$ cat src/rtl/alu_issue_stage.sv
// Two-entry execute front-end for a combinational 32-bit ALU:
// decodes MIPS fields into an issue register, captures ALU results downstream.
module alu_issue_stage (
    input  logic        clk,
    input  logic        rst,
    input  logic        in_valid,
    output logic        in_ready,
    input  logic [5:0]  in_opcode,
    input  logic [5:0]  in_funct,
    input  logic [15:0] in_imm,
    input  logic [31:0] in_rs_data,
    input  logic [31:0] in_rt_data,
    input  logic [4:0]  in_rt_addr,
    input  logic [4:0]  in_rd_addr,
    output logic [31:0] alu_A,
    output logic [31:0] alu_B,
    output logic [2:0]  alu_op,
    input  logic [31:0] alu_result,
    input  logic        alu_zero,
    input  logic        alu_overflow,
    output logic        out_valid,
    input  logic        out_ready,
    output logic [31:0] out_result,
    output logic        out_zero,
    output logic [4:0]  out_dest,
    output logic        out_ovf_trap,
    output logic        out_illegal
);
    localparam int DATA_WIDTH = 32;
    typedef logic [DATA_WIDTH-1:0] word_t;

    logic        s1_valid_q, s1_valid_d;
    word_t       s1_a_q, s1_a_d;
    word_t       s1_b_q, s1_b_d;
    logic [2:0]  s1_op_q, s1_op_d;
    logic [4:0]  s1_dest_q, s1_dest_d;
    logic        s1_signed_q, s1_signed_d;
    logic        s1_illegal_q, s1_illegal_d;

    logic        out_valid_q, out_valid_d;
    word_t       out_result_q, out_result_d;
    logic        out_zero_q, out_zero_d;
    logic [4:0]  out_dest_q, out_dest_d;
    logic        out_trap_q, out_trap_d;
    logic        out_illegal_q, out_illegal_d;

    word_t       dec_b;
    logic [2:0]  dec_op;
    logic [4:0]  dec_dest;
    logic        dec_signed;
    logic        dec_illegal;
    word_t       imm_sx;
    word_t       imm_zx;

    logic        s2_free;
    logic        s1_adv;
    logic        accept;

    always_comb begin
        imm_sx      = {{16{in_imm[15]}}, in_imm};
        imm_zx      = {16'b0, in_imm};
        dec_b       = '0;
        dec_op      = 3'b000;
        dec_dest    = '0;
        dec_signed  = 1'b0;
        dec_illegal = 1'b0;
        case (in_opcode)
            6'b000000: begin
                dec_b    = in_rt_data;
                dec_dest = in_rd_addr;
                case (in_funct)
                    6'b100000: begin dec_op = 3'b010; dec_signed = 1'b1; end
                    6'b100001: dec_op = 3'b010;
                    6'b100010: begin dec_op = 3'b110; dec_signed = 1'b1; end
                    6'b100011: dec_op = 3'b110;
                    6'b100100: dec_op = 3'b000;
                    6'b100101: dec_op = 3'b001;
                    6'b101010: dec_op = 3'b111;
                    default:   dec_illegal = 1'b1;
                endcase
            end
            6'b001000: begin
                dec_op = 3'b010; dec_b = imm_sx;
                dec_dest = in_rt_addr; dec_signed = 1'b1;
            end
            6'b001001: begin dec_op = 3'b010; dec_b = imm_sx; dec_dest = in_rt_addr; end
            6'b001010: begin dec_op = 3'b111; dec_b = imm_sx; dec_dest = in_rt_addr; end
            6'b001100: begin dec_op = 3'b000; dec_b = imm_zx; dec_dest = in_rt_addr; end
            6'b001101: begin dec_op = 3'b001; dec_b = imm_zx; dec_dest = in_rt_addr; end
            default:   dec_illegal = 1'b1;
        endcase
        // Illegal entries issue as rs AND 0 so they retire with result 0.
        if (dec_illegal) begin
            dec_op     = 3'b000;
            dec_b      = '0;
            dec_dest   = '0;
            dec_signed = 1'b0;
        end
    end

    always_comb begin
        s2_free  = ~out_valid_q | out_ready;
        s1_adv   = s1_valid_q & s2_free;
        in_ready = ~s1_valid_q | s2_free;
        accept   = in_valid & in_ready;

        s1_valid_d   = accept | (s1_valid_q & ~s1_adv);
        s1_a_d       = s1_a_q;
        s1_b_d       = s1_b_q;
        s1_op_d      = s1_op_q;
        s1_dest_d    = s1_dest_q;
        s1_signed_d  = s1_signed_q;
        s1_illegal_d = s1_illegal_q;
        if (accept) begin
            s1_a_d       = in_rs_data;
            s1_b_d       = dec_b;
            s1_op_d      = dec_op;
            s1_dest_d    = dec_dest;
            s1_signed_d  = dec_signed;
            s1_illegal_d = dec_illegal;
        end

        out_valid_d   = out_valid_q;
        out_result_d  = out_result_q;
        out_zero_d    = out_zero_q;
        out_dest_d    = out_dest_q;
        out_trap_d    = out_trap_q;
        out_illegal_d = out_illegal_q;
        if (s1_adv) begin
            out_valid_d   = 1'b1;
            out_result_d  = alu_result;
            out_zero_d    = alu_zero;
            out_dest_d    = s1_dest_q;
            out_trap_d    = s1_signed_q & alu_overflow;
            out_illegal_d = s1_illegal_q;
        end else if (out_ready) begin
            out_valid_d = 1'b0;
        end
    end

    always_ff @(posedge clk) begin
        if (rst) begin
            s1_valid_q    <= 1'b0;
            s1_a_q        <= '0;
            s1_b_q        <= '0;
            s1_op_q       <= '0;
            s1_dest_q     <= '0;
            s1_signed_q   <= 1'b0;
            s1_illegal_q  <= 1'b0;
            out_valid_q   <= 1'b0;
            out_result_q  <= '0;
            out_zero_q    <= 1'b0;
            out_dest_q    <= '0;
            out_trap_q    <= 1'b0;
            out_illegal_q <= 1'b0;
        end else begin
            s1_valid_q    <= s1_valid_d;
            s1_a_q        <= s1_a_d;
            s1_b_q        <= s1_b_d;
            s1_op_q       <= s1_op_d;
            s1_dest_q     <= s1_dest_d;
            s1_signed_q   <= s1_signed_d;
            s1_illegal_q  <= s1_illegal_d;
            out_valid_q   <= out_valid_d;
            out_result_q  <= out_result_d;
            out_zero_q    <= out_zero_d;
            out_dest_q    <= out_dest_d;
            out_trap_q    <= out_trap_d;
            out_illegal_q <= out_illegal_d;
        end
    end

    assign alu_A        = s1_a_q;
    assign alu_B        = s1_b_q;
    assign alu_op       = s1_op_q;
    assign out_valid    = out_valid_q;
    assign out_result   = out_result_q;
    assign out_zero     = out_zero_q;
    assign out_dest     = out_dest_q;
    assign out_ovf_trap = out_trap_q;
    assign out_illegal  = out_illegal_q;

endmodule

$ cat config.mk
export PLATFORM = sky130hd
export DESIGN_NAME = alu_issue_stage
export DESIGN_NICKNAME = d
export VERILOG_FILES = /design/src/rtl/alu_issue_stage.sv
export SDC_FILE = /design/constraint.sdc
export NUM_CORES = 1
export LEC_CHECK = 0
export BUFFER_PORTS_ARGS = -buffer_cell sky130_fd_sc_hd__buf_2
export CORE_MARGIN = 8
export CORE_UTILIZATION = 40
export DETAILED_ROUTE_END_ITERATION = 8
export PLACE_DENSITY = 0.85
export SETUP_SLACK_MARGIN = 0.4
export SYNTH_ARGS = -nofsm -noshare
export SYNTH_HDL_FRONTEND = slang
export SYNTH_SLANG_ARGS = --single-unit
$ cat constraint.sdc
create_clock -name clk -period 2 [get_ports clk]
set_clock_uncertainty 0.05 [all_clocks]
set_input_delay 0.6 -clock clk [delete_from_list [all_inputs] [get_ports clk]]
set_output_delay 0.6 -clock clk [all_outputs]
set_load 0.05 [all_outputs]
# Word-level counts from Yosys, hierarchy flattened

Cells that the tools add are included.

Register bits after elaboration: 116
Output and inout port bits: 109
Input bits: 140
Word-level logic and storage cells: 59

Reductions and logical operators: 10
Eq/ne operators: 12
Bitwise logic cells: 10
Multiplexer cells: 14

Operator list:

| kind                                                            | count |
|---|---|
| 32-bit one-hot mux with 3 select lines                          | 1 |
| 6-bit == test, second input constant                            | 7 |
| 32-bit two-way mux                                              | 1 |
| 6-bit by 4-bit == test with 1-bit output, second input constant | 5 |
| 3-bit one-hot mux with 4 select lines                           | 2 |
| 5-bit one-hot mux with 2 select lines                           | 1 |
| 2-bit OR reduction                                              | 5 |
| 7-bit OR reduction                                              | 1 |
| 6-bit zero test                                                 | 1 |
| 1-bit two-way mux                                               | 5 |
| 5-bit two-way mux                                               | 1 |
| 5-bit OR reduction                                              | 1 |
| 1-bit bitwise AND                                               | 4 |
| 1-bit one-hot mux with 2 select lines                           | 2 |
| 3-bit two-way mux                                               | 1 |
| 1-bit inverter                                                  | 3 |
| 1-bit bitwise OR                                                | 3 |
| 3-bit OR reduction                                              | 1 |
| 2-bit nonzero test                                              | 1 |

# Logic depth before layout (Yosys ltp)

Gate-level depths: netlist (run 1).

Depth in word-level cells: 6
Mapped depth: 7
Mapped depth without buffers: 4

# Worst setup path before layout (run 1)

No wires, ideal clock.

Path kind: reg2reg
From: reg out_valid_q, in the netlist out_valid
To: reg s1_b_q[10], in the netlist alu_B[10]
Buffers on the path: 1
Arrival time: 2.076 ns
Slack: -0.212 ns
Cell stages (with the launch flop): 6
Clock period less this slack: 2.212 ns
Cells stage by stage: dfxtp_1 > nand3b_1 > a21oi_1 > clkbuf_1 > nand2_1 > o31ai_2

Longest elaborated chain between the ends: 4

RTL lines:

| what                   | line | text |
|---|---|---|
| start, declared        | 40   | `logic out_valid_q, out_valid_d;` |
| start signal, assigned | 164  | `out_valid_q <= out_valid_d;` |
| 1-bit inverter         | 102  | `s2_free = ~out_valid_q \| out_ready;` |
| 1-bit bitwise OR       | 102  |  |
| 1-bit bitwise OR       | 104  | `in_ready = ~s1_valid_q \| s2_free;` |
| via in_ready           | 7    | `output logic in_ready,` |
| 1-bit bitwise AND      | 105  | `accept = in_valid & in_ready;` |
| end signal, assigned   | 145  | `s1_b_q <= '0;` |
| end signal, assigned   | 159  | `s1_b_q <= s1_b_d;` |
| end, declared          | 34   | `word_t s1_b_q, s1_b_d;` |

The timed path passes the listed nets, and every way through them passes these cells.
A chain may end at the register's enable or synchronous reset.

# Worst setup path after layout (run 1)

From: in in_opcode[4]
To: reg s1_op_q[1], in the netlist alu_op[1]

Longest elaborated chain between the ends: 4
Elaborated cells between the ends (all ways): 11
Those cells by class: 5 x eq/ne; 3 x mux; 3 x reduce/logical

RTL lines:

| what                                                                                           | line | text |
|---|---|---|
| start, declared                                                                                | 8    | `input logic [5:0] in_opcode,` |
| 6-bit by 4-bit == test with 1-bit output                                                       | 67   | `case (in_opcode)` |
| 5-bit OR reduction (no source line) or 2-bit OR reduction (tied branches)                      | n/a  |  |
| 1-bit one-hot mux with 2 select lines or 3-bit one-hot mux with 4 select lines (tied branches) | 67   |  |
| 3-bit two-way mux *                                                                            | 93   | `if (dec_illegal) begin` |
| end signal, assigned                                                                           | 160  | `s1_op_q <= s1_op_d;` |
| end, declared                                                                                  | 35   | `logic [2:0] s1_op_q, s1_op_d;` |

Every way passes the cells marked *; elsewhere a longest branch is shown, timed or not.

==> results of run 1 <==
[worst max-delay path: cells and delay by family]
family,cells,cell delay [ns]
AO/OA/AOI/OAI,2,0.45
buffers and inverters,3,0.42
AND/OR/NAND/NOR,2,0.57
[sequential cells by signal, indices dropped and copies added, names as in the netlist]
signal / count
out_result: 32
out_zero: 1
s1_valid_q: 1
s1_illegal_q: 1
s1_signed_q: 1
alu_op: 3
s1_dest_q: 5
alu_A: 32
out_valid: 1
out_dest: 5
alu_B: 32
out_ovf_trap: 1
out_illegal: 1
[per-layer routing]
| layer | share of wire | vias up | GRT usage |
|---|---|---|---|
| li1 | - | 2391 | - |
| met1 | 0.38 | 2356 | 0.213 |
| met2 | 0.51 | 238 | 0.335 |
| met3 | 0.091 | 30 | 0.0796 |
| met4 | 0.016 | 2 | 0.0586 |
| met5 | 0.00077 | - | 0 |
[layout make-up]
type / instances / share of cell area
Timing Repair Buffer: 288 / 0.307
Clock inverter: 13 / 0.0265
Sequential cell: 116 / 0.308
Clock buffer: 19 / 0.0568
Inverter: 5 / 0.00241
Tap cell: 143 / 0.0229
Multi-Input combinational cell: 379 / 0.276
[cells by family (layout without fill, tap and decap cells)]
kind of cell | count (synthesis) | in the layout | synth area share
buffers and inverters | 50 | 325 | 0.0503
AOI/OAI and AO/OA | 169 | 169 | 0.249
DFF | 116 | 116 | 0.510
and+or+nand+nor | 209 | 209 | 0.188
adders and majority gates | 1 | 1 | 0.00247
[worst min-delay path by stage]
| stage | from | endpoint | slack (ns) | cells after the start |
|---|---|---|---|---|
| floorplan | s1_signed_q | s1_signed_q | 0.37 | 2 |
| global placement | alu_B[8] | alu_B[8] | 0.38 | 2 |
| detailed placement | alu_B[9] | alu_B[9] | 0.39 | 2 |
| CTS | alu_result[20] | out_result[20] | 0.36 | 3 |
| global route | alu_result[26] | out_result[26] | 0.37 | 3 |
| finish | alu_result[20] | out_result[20] | 0.38 | 3 |
[power by group]
part | leakage (µW) | internal, µW | switching, µW
sequential | 0.000973 | 2390 | 51.7
combinational | 0.00203 | 365 | 571
clock | 0.000313 | 2240 | 1080
total | 0.00332 | 5000 | 1710
[repair_timing]
item	4_1_cts	5_1_grt
setup buffers	4	4
setup endpoints to repair	151	125
pin swaps	2	6
gates resized for setup	185	129
hold endpoints to repair	0	0
cloned	1	1
[layout by cell type (no fill, tap or decap), types with 2 or more instances in the layout]
cell / instances
o21ai_0: 2
buf_4: 31
bufinv_16: 5
o41ai_2: 2
dfxtp_1: 55
or2_4: 2
inv_1: 5
nand2b_1: 3
nand2_1: 183
clkbuf_16: 18
buf_8: 2
nor2_1: 5
nand3b_1: 2
buf_2: 133
a31oi_1: 3
dfxtp_2: 59
o31ai_1: 10
a21oi_1: 93
buf_12: 9
nand2_2: 3
clkinv_2: 3
clkinvlp_4: 2
dfxtp_4: 2
a22oi_1: 21
buf_6: 112
o31ai_4: 2
o31ai_2: 27
clkinv_4: 3
[metrics by stage]
stage	setup TNS, ns	hold WS [ns]	setup WS (ns)	power [µW]
floorplan	-1.30	0.375	-0.0600	2970
global placement	-5.59	0.380	-0.151	3260
detailed placement	-8.08	0.386	-0.257	3280
CTS	0	0.365	0.306	6690
global route	0	0.371	0.184	6930
finish	0	0.376	0.205	6700
==> results.md, run 1 <==
* Status: finished, final reports clean
* Clock Sinks at 116
* Cell taking the most area after synthesis: dfxtp_1
* Netlist cell types at 34
* Max-cap check violation count at 0
* Routed via count at roughly 5,000
* Vias/cell at 5.21
* CTS tree: yes
* Worst r2r path cells at 8
* Most frequent cell on the critical path: buf_6
* Synth top area share at 0.510
* Min Clock Period, post-route at around 1.8 ns
* Post-synth top cells: nand2_1, dfxtp_1, a21oi_1
* Final Setup Violations at 0
* FMAX at between 0.5 and 0.6 GHz
* Nets@finish at 947
* Total track usage at 0.194
* Layout cell share with drive strength beyond 1 at 0.522
* Routed Antenna Nets at 0
* Row cnt at 39
* VDD IR max at 0.516 mV
* I/O pins at 249
* Min-delay worst type: input pin to flip-flop
* Post-synth ARST share at 0
* Critical Path End Type: flip-flop
* RR Startpoint: out_valid
* Avg WL per Cell at 17.6 µm
* Die height at 123 µm
* Syn Nets at 685
* Initial antenna violation count at 1
* Final WL at 17.0 mm
* Cells after DPL at 921
* CTS Root Cell: clkbuf_16
* Worst EP required at 2.25 ns
* DRT Pass-1 Iters at 4
* #FFs+latches synth at between 100 and 150
* GPL Wtd Cong at 0.838
* Reg clk slew, reported paths at ~0.060 ns
* Largest stage delay on the critical path at 0.35 ns
* CP Launch Point: in_opcode[4]
* Register area at 2400 µm²
* Leakage at between 0.003 and 0.004 µW
* Antenna Cells at 0
* Maximum buffer depth of the clock tree at 2
* Crit-path slowest cell: o41ai_2
* Cell Area, Synth at between 4000 and 5000 µm²
* WP data arrival at 2.05 ns
* Final count of pins violating max slew at 0
* RR Endpoint: alu_B[8]
* Post-synth EDFFs at 0
* RSZ-0062 raised after global routing: true
* TritonCTS Buffers at 17
* Filler instances at between 800 and 900
* Global-route wire length before repair at 23.3 mm
* Top cells by area, synth: dfxtp_1, nand2_1, a21oi_1
* Synth Flop Type: dfxtp_1
* Design area at 7800 µm²
* Initial DRC Count at 294
* IO buf count at ~250
* Clk_lat worst skew at 0.40 ns
* Normalized max-slew margin at 0.655
* Area Growth Syn to Fin at 71.4%
* Die area at 15,000 µm²
* Crit path to: alu_op[1]
* Dpl hpwl at 10.7 mm
* Non-Filler Instances at 963
* DRC Markers at 0
* CTS Hold Bufs at 0
* Crit Path Max Fanout at 3
* Syn_area_per_cell at 8.35 µm²
* Die Width at about 120 µm
* CP Launch Type: input pin
* Pwr dens at roughly 860 nW/µm²
* Flop-to-flop setup slack at 0.34 ns
* Post-synthesis sequential area ratio at 0.510
* Grt ovf at 0
* Cell with the most instances after synthesis: nand2_1
* Placed inst area at about 6100 µm²
* Yosys Warn Count at 0
* Maximum number of pins on one net before global-route repair at 52
* Final Cycle Share at 0.898
* Final hold vios at 0
* Post-layout util at 0.692
* Crit path cell chain: buf_6 > or2_4 > nor4_4 > buf_4 > buf_6 > a31oi_1 > o41ai_2
* Worst slew pin tran at 0.518 ns
* Area of the multi-input gates at about 2200 µm²
* Core area at 11,300 µm²
* Worst setup path category: input pin to flip-flop
* Vias in the first global route at between 4,000 and 5,000
* Post-Syn Instances at 545
* Max H-tree Level at 4
* Starting density of the core at 0.404
(Power assumes the default switching activity.)
==> inputs of run 2 (changes only) <==
- CORE_UTILIZATION: 40 -> 42
- CTS_BUF_LIST: default -> sky130_fd_sc_hd__clkbuf_8
- PLACE_DENSITY: 0.85 -> default
- PLACE_DENSITY_LB_ADDON: default -> 0.05
==> run 2 against run 1 <==
Critical path depth is 2 higher. Global-route usage is 1.4 points higher. Register-to-register slack better by 0.13 ns. Sequential power hardly changed. Worst setup slack worse by 0.061 ns. Count of clock-buffer cells in the layout is 2 lower. Utilization is 6.0 points higher. Wire length is 5.0% lower. Sequential share of layout area is 0.19 points lower. Via count is 1.9% lower. Hold slack worse by 0.012 ns. Critical endpoint is now alu_B[19]. Largest power group is now registers. Highest routed layer is now met4.
==> results.md, run 2 (synthesis results as in run 1) <==
* RSZ-0062 raised after global routing: true
* Final setup TNS at 0 ns (unchanged)
* Crit Path Max Fanout at 6 (+3)
* CP Launch Type: input pin
* Max-cap check violation count at 0 (unchanged)
* I/O pins at 249 (unchanged)
* CTS tree: yes
* Die height at 120 µm (-2.1%)
* Pwr dens at 701 nW/µm² (-18%)
* Reg clk slew, reported paths at 0.07 ns (about the same)
* Global-route wire length before repair at 24.3 mm (+4.3%)
* Min Clock Period, post-route at 1.86 ns (+0.0606 ns)
* GPL Wtd Cong at 0.803 (-4.2%)
* DRT Pass-1 Iters at 4 (unchanged)
* Clock Sinks at 116 (unchanged)
* Maximum number of pins on one net before global-route repair at 51 (-1.9%)
* Register area at 2460 µm² (+2.5%)
* Worst setup path category: input pin to flip-flop
* Final count of pins violating max slew at 0 (unchanged)
* Status: finished, final reports clean
* Number of stages on the worst hold path at 3 (unchanged)
* Initial DRC Count at 279 (-5.1%)
* Vias in the first global route at 4,916 (+3.6%)
* CTS Hold Bufs at 0 (unchanged)
* DRC Markers at 0 (unchanged)
* Final hold vios at 0 (unchanged)
* Core area at 10,700 µm² (-5.1%)
* Commonest non-fill, non-tap cell in the layout: nand2_1
* VDD IR max at 0.404 mV (-22%)
* Area of the multi-input gates at 2220 µm² (+3.0%)
* Grt ovf at 0 (unchanged)
* Min-delay worst type: input pin to flip-flop
* Avg WL per Cell at 16.6 µm (-6.1%)
* Post-layout util at 0.752 (+0.0600)
* Dpl hpwl at 10.8 mm (+0.52%)
* Crit-path slowest cell: o31ai_2
* Nets@finish at 961 (+1.5%)
* Die Width at 120 µm (-2.1%)
* Worst r2r path cells at 5 (-3)
* Layout cell share with drive strength beyond 1 at 0.587 (+0.0651)
* CTS Root Cell: clkbuf_8
* Vias/cell at 5.06 (-3.0%)
* Final Setup Violations at 0 (unchanged)
* Filler instances at 781 (-3.9%)
* Starting density of the core at 0.425 (+0.0217)
* FMAX at 0.539 GHz (-3.3%)
* Normalized max-slew margin at 0.669 (+0.0138)
* TritonCTS Buffers at 17 (unchanged)
* Leakage at 0.00340 µW (+2.6%)
* Area Growth Syn to Fin at 76.8%
* Maximum buffer depth of the clock tree at 2 (unchanged)
* Initial antenna violation count at 1 (unchanged)
* IO buf count at 248 (unchanged)
* Worst EP required at 2.27 ns (+0.02 ns)
* Worst slew pin tran at 0.497 ns (-0.0207 ns)
* Most frequent cells in the layout: nand2_1, buf_2, dfxtp_2, a21oi_1, buf_6
* Die area at 14,400 µm² (-4.1%)
* Crit path cell chain: buf_6 > or2_4 > buf_6 > nor4_4 > buf_4 > buf_4 > clkbuf_16 > a21oi_1 > o31ai_2
* Final WL at 16.1 mm (-5.0%)
* Max H-tree Level at 4 (unchanged)
* Clk_lat worst skew at 0.41 ns (about the same)
* Final Cycle Share at 0.928 (+0.0303)
* Routed Antenna Nets at 0 (unchanged)
* Row cnt at 38 (-2.6%)
* Total track usage at 0.208 (+0.0140)
* WP data arrival at 2.12 ns (+0.07 ns)
* Routed via count at 4,924 (-1.9%)
* Critical Path End Type: flip-flop
* Largest stage delay on the critical path at 0.28 ns (-0.07 ns)
==> run 2: changes by cell type in the layout (fill, tap and decap cells not counted), sizes merged <==
cell	previous run	this run
buf	287	300
bufinv	5	4
clkbuf	20	19
clkinv	6	5
diode	0	1
inv	5	8
==> run 2: area by class of cell <==
type,instances,share of cell area
antenna,1,0.000311
clock buffer,17,0.0291
clock inverter,14,0.0213
inverter,5,0.00233
multi-input combinational,379,0.276
sequential,116,0.306
tap,140,0.0218
timing repair buffer,302,0.343
==> run 2: repair_timing <==
item	CTS	global route
setup endpoints to repair	151	108
resized for setup	355	67
cloned	4	2
setup buffers	6	10
pin swaps	2	6
hold endpoints to repair	0	0
==> run 2: worst paths after layout <==
path | startpoint | endpoint | slack, ns
max reg2reg | out_valid | alu_B[4] | 0.47
min | alu_result[15] | out_result[15] | 0.36
min reg2reg | s1_illegal_q | out_illegal | 0.40
max | in_opcode[2] | alu_B[19] | 0.14
==> run 2: worst max-delay path, delay by kind of cell <==
kind / cells / cell delay (ns)
buffers and inverters: 5 / 0.65
AND/OR/NAND/NOR: 2 / 0.48
AO/OA/AOI/OAI: 2 / 0.38
==> run 2: metal layers <==
layer	routed length, µm	GRT usage	vias to the layer above
li1	-	-	2426
met1	6230	0.219	2301
met2	8550	0.373	171
met3	1050	0.0714	26
met4	314	0.0820	0
met5	0	0	-
==> run 2: per-stage QoR <==
step	cell area [µm²]	std cells	setup slack (ns)	total power, µW	hold slack [ns]
after detailed placement	6140	920	-0.224	3280	0.387
after CTS	7640	961	0.252	5660	0.328
after global routing	8050	974	0.130	5880	0.335
final	8050	974	0.144	5640	0.364
after global placement	6140	920	-0.162	3270	0.383
after floorplan	4640	545	-0.0600	2970	0.375
==> run 2: where the power goes <==
group | switching [µW] | total (µW) | internal (µW)
logic | 573 | 981 | 408
registers | 56.5 | 2450 | 2400
clock network | 885 | 2210 | 1320
